File: src/rtl/riscv_pkg.sv
// Shared definitions for the load/store path.
//   F3_*          : RV32I load/store funct3 encodings
//   lsu_state_t   : load_store_unit FSM state encoding
//   access_size() : byte count for a funct3 (size bits only)
package riscv_pkg;

  localparam logic [2:0] F3_B  = 3'b000;
  localparam logic [2:0] F3_H  = 3'b001;
  localparam logic [2:0] F3_W  = 3'b010;
  localparam logic [2:0] F3_BU = 3'b100;
  localparam logic [2:0] F3_HU = 3'b101;

  typedef enum logic [1:0] {
    ST_IDLE  = 2'd0,
    ST_ISSUE = 2'd1,
    ST_RESP  = 2'd2
  } lsu_state_t;

  // Number of bytes touched; only funct3[1:0] carries the size.
  function automatic logic [2:0] access_size(input logic [2:0] f3);
    case (f3[1:0])
      2'b00:   access_size = 3'd1;
      2'b01:   access_size = 3'd2;
      default: access_size = 3'd4;
    endcase
  endfunction

endpackage

File: src/rtl/load_extend.sv
// Combinational load-data extension.
//   funct3   in  3   load type (lb/lh/lw/lbu/lhu)
//   word     in  32  word captured from the data memory
//   ext_data out 32  sign- or zero-extended result
module load_extend
  import riscv_pkg::*;
(
  input  logic [2:0]  funct3,
  input  logic [31:0] word,
  output logic [31:0] ext_data
);

  always_comb begin
    ext_data = '0;
    case (funct3)
      F3_B:    ext_data = {{24{word[7]}}, word[7:0]};
      F3_H:    ext_data = {{16{word[15]}}, word[15:0]};
      F3_W:    ext_data = word;
      F3_BU:   ext_data = {24'b0, word[7:0]};
      F3_HU:   ext_data = {16'b0, word[15:0]};
      default: ext_data = '0;
    endcase
  end

endmodule

File: src/rtl/load_store_unit.sv
// Load/store sequencer between the EX/MEM register and the data memory.
//   req_*        : request from execute (valid/ready)
//   mem_*        : registered drive to the data memory, live only in ISSUE
//   mem_rdata    : memory output, captured at the end of ISSUE
//   rsp_*        : response to write-back (valid/ready)
//   busy         : pipeline stall, the inverse of req_ready
//   load_count / store_count : saturating counts of error-free accesses
//
// Handshake: a transfer happens on a rising edge where valid && ready are
// both high; valid holds its payload stable until that edge. req_ready is
// high only in IDLE, so requests presented while busy are simply ignored.
module load_store_unit
  import riscv_pkg::*;
#(
  parameter int ADDR_LIMIT = 128,
  parameter int CNT_W      = 16
) (
  input  logic             clk,
  input  logic             rst,
  input  logic             req_valid,
  output logic             req_ready,
  input  logic             req_write,
  input  logic [2:0]       req_funct3,
  input  logic [31:0]      req_addr,
  input  logic [31:0]      req_wdata,
  output logic [31:0]      mem_addr,
  output logic [31:0]      mem_wdata,
  output logic             mem_read,
  output logic             mem_write,
  output logic [2:0]       mem_funct3,
  input  logic [31:0]      mem_rdata,
  output logic             rsp_valid,
  input  logic             rsp_ready,
  output logic [31:0]      rsp_data,
  output logic             rsp_err,
  output logic             busy,
  output logic [CNT_W-1:0] load_count,
  output logic [CNT_W-1:0] store_count
);

  lsu_state_t       state_q, state_d;
  logic             write_q, write_d;
  logic [2:0]       funct3_q, funct3_d;
  logic [31:0]      mem_addr_q, mem_addr_d;
  logic [31:0]      mem_wdata_q, mem_wdata_d;
  logic             mem_read_q, mem_read_d;
  logic             mem_write_q, mem_write_d;
  logic [2:0]       mem_funct3_q, mem_funct3_d;
  logic [31:0]      rsp_data_q, rsp_data_d;
  logic             rsp_err_q, rsp_err_d;
  logic [CNT_W-1:0] load_count_q, load_count_d;
  logic [CNT_W-1:0] store_count_q, store_count_d;

  logic [31:0] ext_data;
  logic        f3_ok, misaligned, out_of_range, req_legal;
  logic [32:0] end_addr;

  load_extend u_load_extend (
    .funct3   (funct3_q),
    .word     (mem_rdata),
    .ext_data (ext_data)
  );

  // Legality of the request currently presented. end_addr is one past the
  // last byte touched, computed in 33 bits so it cannot wrap.
  always_comb begin
    if (req_write)
      f3_ok = (req_funct3 == F3_B) || (req_funct3 == F3_H) || (req_funct3 == F3_W);
    else
      f3_ok = (req_funct3 == F3_B) || (req_funct3 == F3_H) || (req_funct3 == F3_W) ||
              (req_funct3 == F3_BU) || (req_funct3 == F3_HU);
    misaligned   = ((req_funct3[1:0] == 2'b01) && req_addr[0]) ||
                   ((req_funct3[1:0] == 2'b10) && (req_addr[1:0] != 2'b00));
    end_addr     = {1'b0, req_addr} + 33'(access_size(req_funct3));
    out_of_range = end_addr > 33'(ADDR_LIMIT);
    req_legal    = f3_ok && !misaligned && !out_of_range;
  end

  always_comb begin
    state_d       = state_q;
    write_d       = write_q;
    funct3_d      = funct3_q;
    rsp_data_d    = rsp_data_q;
    rsp_err_d     = rsp_err_q;
    load_count_d  = load_count_q;
    store_count_d = store_count_q;
    // Memory drive is a one-cycle pulse: cleared unless entering ISSUE.
    mem_addr_d    = '0;
    mem_wdata_d   = '0;
    mem_read_d    = 1'b0;
    mem_write_d   = 1'b0;
    mem_funct3_d  = 3'b000;

    case (state_q)
      ST_IDLE: begin
        if (req_valid) begin
          write_d  = req_write;
          funct3_d = req_funct3;
          if (req_legal) begin
            state_d      = ST_ISSUE;
            mem_read_d   = !req_write;
            mem_write_d  = req_write;
            mem_addr_d   = req_addr;
            mem_wdata_d  = req_wdata;
            mem_funct3_d = {1'b0, req_funct3[1:0]};
          end else begin
            // Rejected: skip the memory entirely.
            state_d    = ST_RESP;
            rsp_err_d  = 1'b1;
            rsp_data_d = '0;
          end
        end
      end
      ST_ISSUE: begin
        state_d    = ST_RESP;
        rsp_err_d  = 1'b0;
        rsp_data_d = write_q ? 32'h0 : ext_data;
      end
      ST_RESP: begin
        if (rsp_ready) begin
          state_d    = ST_IDLE;
          rsp_err_d  = 1'b0;
          rsp_data_d = '0;
          if (!rsp_err_q) begin
            if (write_q) begin
              if (store_count_q != '1) store_count_d = store_count_q + CNT_W'(1);
            end else begin
              if (load_count_q != '1) load_count_d = load_count_q + CNT_W'(1);
            end
          end
        end
      end
      default: state_d = ST_IDLE;
    endcase
  end

  always_ff @(posedge clk or posedge rst) begin
    if (rst) begin
      state_q       <= ST_IDLE;
      write_q       <= 1'b0;
      funct3_q      <= 3'b000;
      mem_addr_q    <= '0;
      mem_wdata_q   <= '0;
      mem_read_q    <= 1'b0;
      mem_write_q   <= 1'b0;
      mem_funct3_q  <= 3'b000;
      rsp_data_q    <= '0;
      rsp_err_q     <= 1'b0;
      load_count_q  <= '0;
      store_count_q <= '0;
    end else begin
      state_q       <= state_d;
      write_q       <= write_d;
      funct3_q      <= funct3_d;
      mem_addr_q    <= mem_addr_d;
      mem_wdata_q   <= mem_wdata_d;
      mem_read_q    <= mem_read_d;
      mem_write_q   <= mem_write_d;
      mem_funct3_q  <= mem_funct3_d;
      rsp_data_q    <= rsp_data_d;
      rsp_err_q     <= rsp_err_d;
      load_count_q  <= load_count_d;
      store_count_q <= store_count_d;
    end
  end

  assign req_ready   = (state_q == ST_IDLE);
  assign busy        = !req_ready;
  assign rsp_valid   = (state_q == ST_RESP);
  assign rsp_data    = rsp_data_q;
  assign rsp_err     = rsp_err_q;
  assign mem_addr    = mem_addr_q;
  assign mem_wdata   = mem_wdata_q;
  assign mem_read    = mem_read_q;
  assign mem_write   = mem_write_q;
  assign mem_funct3  = mem_funct3_q;
  assign load_count  = load_count_q;
  assign store_count = store_count_q;

endmodule

File: config.mk
export PLATFORM = sky130hd
export DESIGN_NAME = load_store_unit
export DESIGN_NICKNAME = d
export VERILOG_FILES = /design/src/rtl/riscv_pkg.sv /design/src/rtl/load_extend.sv /design/src/rtl/load_store_unit.sv
export SDC_FILE = /design/constraint.sdc
export NUM_CORES = 1
export LEC_CHECK = 0
export CAP_MARGIN = 30
export CORE_AREA = 2 2 121 123
export CTS_BUF_LIST = sky130_fd_sc_hd__clkbuf_2
export CTS_CLUSTER_DIAMETER = 40
export DETAILED_ROUTE_END_ITERATION = 8
export DIE_AREA = 0 0 123 125
export HOLD_SLACK_MARGIN = 0.08
export PLACE_DENSITY = 0.82
export REMOVE_ABC_BUFFERS = 1
export SLEW_MARGIN = 0
export SYNTH_ARGS = -nofsm -noshare
export SYNTH_HDL_FRONTEND = slang
export SYNTH_SLANG_ARGS = --single-unit
File: constraint.sdc
create_clock -name clk -period 5.7 [get_ports clk]
set_input_delay 0.855 -clock clk [delete_from_list [all_inputs] [get_ports clk]]
set_output_delay 0.855 -clock clk [all_outputs]
set_load 0.05 [all_outputs]
==> out/results.tsv <==
metric	value	unit
outcome	completed	
P_leak	3.96	nW
I/O pins	241	
Core Area	14200	sq um
vias in the first global route	5326	
gr usage total	22.4	%
initial antenna violation count	1	
DIE AREA	15400	sq um
synthesized flop and latch total	139	
Syn Std Cell Area	6220	sq um
leading cell type in the layout, fill and taps excluded	clkdlybuf4s50_1	
end-of-flow core utilization	64.7	%
Post-CTS Setup Inserts	0	
slowest stage delay, CP	0.57	ns
DP HPWL	12.6	mm
Data arrival, critical path	4.47	ns
largest net degree at the start of global routing	85	
Initial Util	43.8	%
Fin Setup TNS	0	ns
placed standard-cell area	8910	sq um
CTS Hold Bufs	0	
commonest cells after routing, fill and taps aside	clkdlybuf4s50_1 (239), dfrtp_1 (139), nand2_1 (71), and2_1 (50), a21oi_1 (37)	
critical path endpoint category	register	
hold path depth	1	
GRT met1 Usage	28.7	%
crit path cell chain	clkdlybuf4s50_1 -> nor2b_1 -> ha_1 -> a211oi_1 -> nor2_2 -> a2111oi_0 -> a31oi_1 -> o22ai_1 -> and4b_1 -> nand3_2 -> a31oi_4 -> buf_4 -> o22ai_1	
Pwr per Cell Area	277	nW/um^2
worst-path maximum fanout	32	
Die Ht	125	microns
most used cell, CP	o22ai_1	
RSZ-0062 raised after global routing	no	
Synth cell types	56	
min-delay src	store_count[10]	
final instance area	9190	sq um
min Tclk post-route	3.89	ns
clock sinks	139	
Async SR Flop Fraction	100	%
Final setup viols	0	
Worst VDD drop	0.000137	V
M3 GR Usage	5.34	%
DR vias	5356	
Post-synth EDFFs	0	
first-pass GRT wire length	26.9	mm
Rel. slew slack	36.9	%
worst min-delay path category	register to register	
clk slew on worst S/H paths	0.21	ns
internal power component	1.60	mW
Worst Tran Pin Value	0.935	ns
Crit Reg-Reg Startpoint	store_count[8]	
via/cell ratio	5.11	
Critical-path top delay cell	clkdlybuf4s50_1	
Switching Share	37.1	%
Worst Skew	0.0168	ns
H-tree depth	4	
WP data required	6.28	ns
CP startpoint kind	input pin	
Net count, final	964	
post-cts sizing count	0	
Post-Layout Cell Count	1048	
CTS buffer count	17	
Area Overhead vs Synth	47.6	%
IO Port Bufs	239	
Clock Tree Root	clkbuf_2	
grt peak-use layer	met2	
drt total wl	16.7	mm
CTS tree	done	
placed cells	1015	
drt pass-1 iters	5	
Routed wire per std cell	15.9	microns
global-route congestion overflow total	0	
Clock power frac	25.1	%
Die W	123	microns
final antenna-violating net count	0	
Setup CP Type	input pin to register	
worst skew pair latency	0.70	ns
yosys warns	0	
maximum clock path buffer count	2	
Residual DRC	0	
M2 GR Usage	36.9	%
sequential area share after synthesis	55.9	%
Synth Flop Type	dfrtp_1	
Slew Viols, Final	0	
fin crit share	68.2	%
Reg power frac	44.0	%
Gate Count Post-Synth	584	
Max Cap Viol	0	
combinational power share	30.9	%
Switch Pwr	0.945	mW
fraction of layout cells with a size suffix above 1	8.11	%
worst r2r path cells	8	
Final Hold Viols	0	
RePlAce Congestion	0.936	
Row Count	44	
FMAX	257	MHz
mean post-synth cell area	10.7	sq um
Worst Setup SP	req_funct3[0]	
DRT iter0 DRCs	395	
## registers in the layout, summed over array words and instances (netlist names), 2 cells and up
name         flops
mem_addr        32
mem_wdata       32
load_count      16
state_q          2
rsp_data        32
funct3_q         3
store_count     16
mem_funct3       2
## final cells by class
type                    count  area [sq um]
multi-input cells         425          2650
clock inverters            15           189
clock buffers              17          85.1
well taps                 184           230
flip-flops and latches    139          3480
inverters                  21          83.8
repair buffers            246          2470
fillers                  1117          5020
diodes                      1          2.50
## cell usage after synthesis, drive strengths merged (2+ instances only)
cell type	n	area (sq um)
xor2	11	96.3
clkbuf	13	48.8
nand2b	2	12.5
and4	6	52.6
xnor2	25	219
and2	50	313
nor2b	4	25.0
inv	21	78.8
o31ai	4	30.0
nor2	35	136
o41ai	2	17.5
mux2	7	78.8
nand3	16	95.1
nand4	15	93.8
dfrtp	139	3480
ha	9	113
and4b	2	20.0
o21ai	7	35.0
a21o	2	15.0
a211oi	3	22.5
nor4	5	31.3
nand2	71	267
o311ai	2	17.5
a22oi	2	15.0
o22ai	34	275
mux2i	4	40.0
and3	11	68.8
buf	10	71.3
or2	3	18.8
a31oi	5	37.5
nor3	11	70.1
nor3b	2	15.0
a21oi	37	185
## worst max-delay path, delay by kind of cell
kind | cells | cell delay, ns
AOI/OAI and AO/OA | 6 | 1.54
buffers and inverters | 2 | 0.95
adders and majority gates | 1 | 0.27
and+or+nand+nor | 4 | 0.83
## cells by family (layout without fill, tap and decap cells)
| family | count (synthesis) | count (layout) | synth area share [%] |
|---|---|---|---|
| compound gates | 105 | 105 | 11.4 |
| fa+ha+maj | 10 | 10 | 2.13 |
| other cells | 1 | 26 | 0.0603 |
| flops | 139 | 139 | 55.9 |
| mux | 11 | 11 | 1.91 |
| simple gates | 238 | 238 | 20.3 |
| xor+xnor | 36 | 36 | 5.07 |
| buf+inv | 44 | 299 | 3.20 |
## through the flow
| step | power, mW | worst slack, ns | hold slack (ns) |
|---|---|---|---|
| 2_1_floorplan | 1.60 | 1.12 | 0.495 |
| 5_1_grt | 2.68 | 1.45 | 0.518 |
| 3_3_place_gp | 1.88 | 1.22 | 0.473 |
| 4_1_cts | 2.57 | 1.90 | 0.507 |
| 3_5_place_dp | 1.92 | 1.08 | 0.480 |
| 6_report | 2.55 | 1.81 | 0.504 |
## final timing paths
check / end / slack (ns)
max in group asynchronous: mem_wdata[5] / 3.88
hold / removal: store_count[10] / 0.50
setup reg to reg: store_count[14] / 3.03
min in group asynchronous: mem_addr[24] / 0.60
setup / recovery: rsp_data[8] / 1.81
hold reg to reg: store_count[10] / 0.50
## layer usage
metal  share of wire (%)  wire, microns
met2                  50           8360
met5                   0              0
met4                 2.0            336
met1                  42           6940
met3                 6.4           1070
## power by group through the flow
stage	registers, mW	clock network [mW]	logic (mW)
after global routing	1.13	0.703	0.852
after floorplan	1.24	0	0.354
after global placement	1.13	0	0.747
after CTS	1.12	0.659	0.790
final	1.12	0.639	0.788
after detailed placement	1.14	0	0.787
(Power assumes the default switching activity.)
==> patch, RTL diff (same flow settings) <==
The 3 states of `lsu_state_t` get a one-hot encoding in 3 bits.
--- a/src/rtl/riscv_pkg.sv
+++ b/src/rtl/riscv_pkg.sv
@@ -11,8 +11,8 @@
   localparam logic [2:0] F3_HU = 3'b101;
 
-  typedef enum logic [1:0] {
-    ST_IDLE  = 2'd0,
-    ST_ISSUE = 2'd1,
-    ST_RESP  = 2'd2
+  typedef enum logic [2:0] {
+    ST_IDLE  = 3'b001,
+    ST_ISSUE = 3'b010,
+    ST_RESP  = 3'b100
   } lsu_state_t;
 
Check against the original RTL: no difference found for any inputs over 4 cycles, from zero or initial values and one cycle with rst high; so few cycles prove little.
==> patch against the unedited design <==
Cell area shrank 2.9%; global-route usage shrank 1.3 points; critical path depth shrank 1; setup slack lost 0.093 ns; sequential cell count grew 1; routed wire length shrank 4.2%; total power shrank 13%; core utilization shrank 1.9 points; clock skew grew 0.017 ns; count of clock-buffer cells in the layout grew 1; synthesized area shrank 3.1%; critical path type unchanged; critical endpoint is now rsp_data[4].
==> patch: results (changes against the unedited design) <==
[placed_design]
portBuffers=239  ; unchanged
dpl_cell_area_um2=8640  ; -3.0%
place_inst=951  ; -6.3%
hpwl_um=12200  ; -2.6%
dpl_worst_slack_ns=0.977  ; -0.107 ns
gp_congestion=0.911  ; -2.7%

[finish]
drive_above_1_share=0.0713  ; -0.00977
num-nets-final=896  ; -7.1%
filler_cell_count=1121  ; +0.36%
seq_area_um2=3500  ; +0.76%

[clocking]
postCtsSetupRepairBufs=0  ; unchanged
cts.repair.resized=0  ; unchanged
cts_hold_buffers=0  ; unchanged
clk_pin_slew_worst_paths_ns=0.19  ; -0.02 ns
cts_root_buf=clkbuf_2
cts_made_buffers=17  ; unchanged
htreeDepth=4  ; unchanged
clockBufferDepth=2  ; unchanged
insertion_delay_ns=0.71

[drt]
drt-vias-per-instance=5.22  ; +2.1%
dr_total_vias=5134  ; -4.1%
drt_pass1_iterations=4  ; -1
drt_iter0_drc=289  ; -27%
routedWlPerCell_um=16.3  ; +2.0%

[worst_setup_path]
worst-path-max-fanout=32  ; unchanged
cp.arrival_ns=4.63  ; +0.16 ns

[grt]
antenna_found_initial=1  ; unchanged
grt_util_met1=0.259  ; -0.0287
grt_usage=0.211  ; -0.0127
grt_max_degree=87  ; +2.4%
grt_pass1_vias=5016  ; -5.8%
grt_pass1_wl_um=25200  ; -6.2%
use_met2=0.362  ; -0.00747
grtUsageMet3=0.0456  ; -0.00776

[power_and_ir_drop]
pg_seq_mw=1.09
pwr.group.clock_mw=0.632  ; -1%
p_switching_mw=0.722  ; -24%
p_leak_nw=3.81  ; -3.8%
peakVddDrop_mv=0.116  ; -15%
pg_comb_mw=0.488  ; -38%

[synthesis]
ys_types=62  ; +11%
avgSynthCellArea_um2=11.6  ; +8.4%
synth_area_leaders=dfrtp_1 58%, and2_1 4.8%, xnor2_1 3.9%, a21oi_1 2.7%, a22o_1 2.3%
synthMuxAreaShare=0.0218  ; +0.00268
synth_common_cells=139 x dfrtp_1, 46 x and2_1, 36 x nand2_1
synth-adder-area-share=0.0137  ; -0.00762
yosysSeqAreaShare=0.581  ; +0.0221
yosysWarnings=0  ; unchanged
async_reset_ff_frac=1.00  ; unchanged
synth_xor_area_frac=0.0479  ; -0.00275
synth_compound_gate_area_share=0.122  ; +0.00736

[sta]
fin_skew_ns=0.0340  ; +0.0173 ns
slew_headroom=0.325  ; -0.0436
timing.fmax_ghz=0.251  ; -2.3%

[status]
status=finished clean

[min_path]
min_path_type=reg2reg

patch: metal layers:
metal | routed length (µm) | vias up | part of all wire
li1 | - | 2385 | -
met2 | 8330 | 185 | 0.52
met4 | 374 | 0 | 0.023
met5 | 0 | - | 0
met1 | 6390 | 2533 | 0.40
met3 | 914 | 31 | 0.057
patch: layout make-up:
class / instances / share of cell area
tap: 184 / 0.0258
antenna: 1 / 0.000281
sequential: 140 / 0.393
clock inverter: 14 / 0.0205
multi-input combinational: 376 / 0.274
clock buffer: 18 / 0.0101
timing repair buffer: 244 / 0.272
inverter: 7 / 0.00351
patch: cells by family (layout without fill, tap and decap cells):
| logic type | after synthesis | after routing |
|---|---|---|
| other | 1 | 26 |
| AND/OR/NAND/NOR | 194 | 194 |
| AO/OA/AOI/OAI | 106 | 106 |
| flip-flops | 140 | 140 |
| XOR/XNOR | 33 | 33 |
| multiplexers | 12 | 12 |
| adder cells (fa/ha/maj) | 6 | 6 |
| buffers and inverters | 30 | 283 |
patch: path summary, 6_finish.rpt:
kind | from | end | slack (ns) | cells after the start
setup / recovery | req_funct3[0] | rsp_data[4] | 1.72 | 12
hold / removal | load_count[6] | load_count[6] | 0.51 | 1
setup reg to reg | state_q[1] | load_count[12] | 2.78 | 7
hold reg to reg | load_count[6] | load_count[6] | 0.51 | 1
max in group asynchronous | rst | mem_addr[12] | 3.86 | 3
min in group asynchronous | rst | mem_addr[17] | 0.63 | 2
patch: critical path: stages:
cell and delay, ns:
clkdlybuf4s50_1 0.60, nor2b_1 0.28, fa_1 0.30, a21o_1 0.21, nand3_1 0.21, nor3_1 0.36
mux2_2 0.38, o21ai_0 0.22, nand4_1 0.34, o31ai_4 0.32, buf_4 0.35, a22o_1 0.21
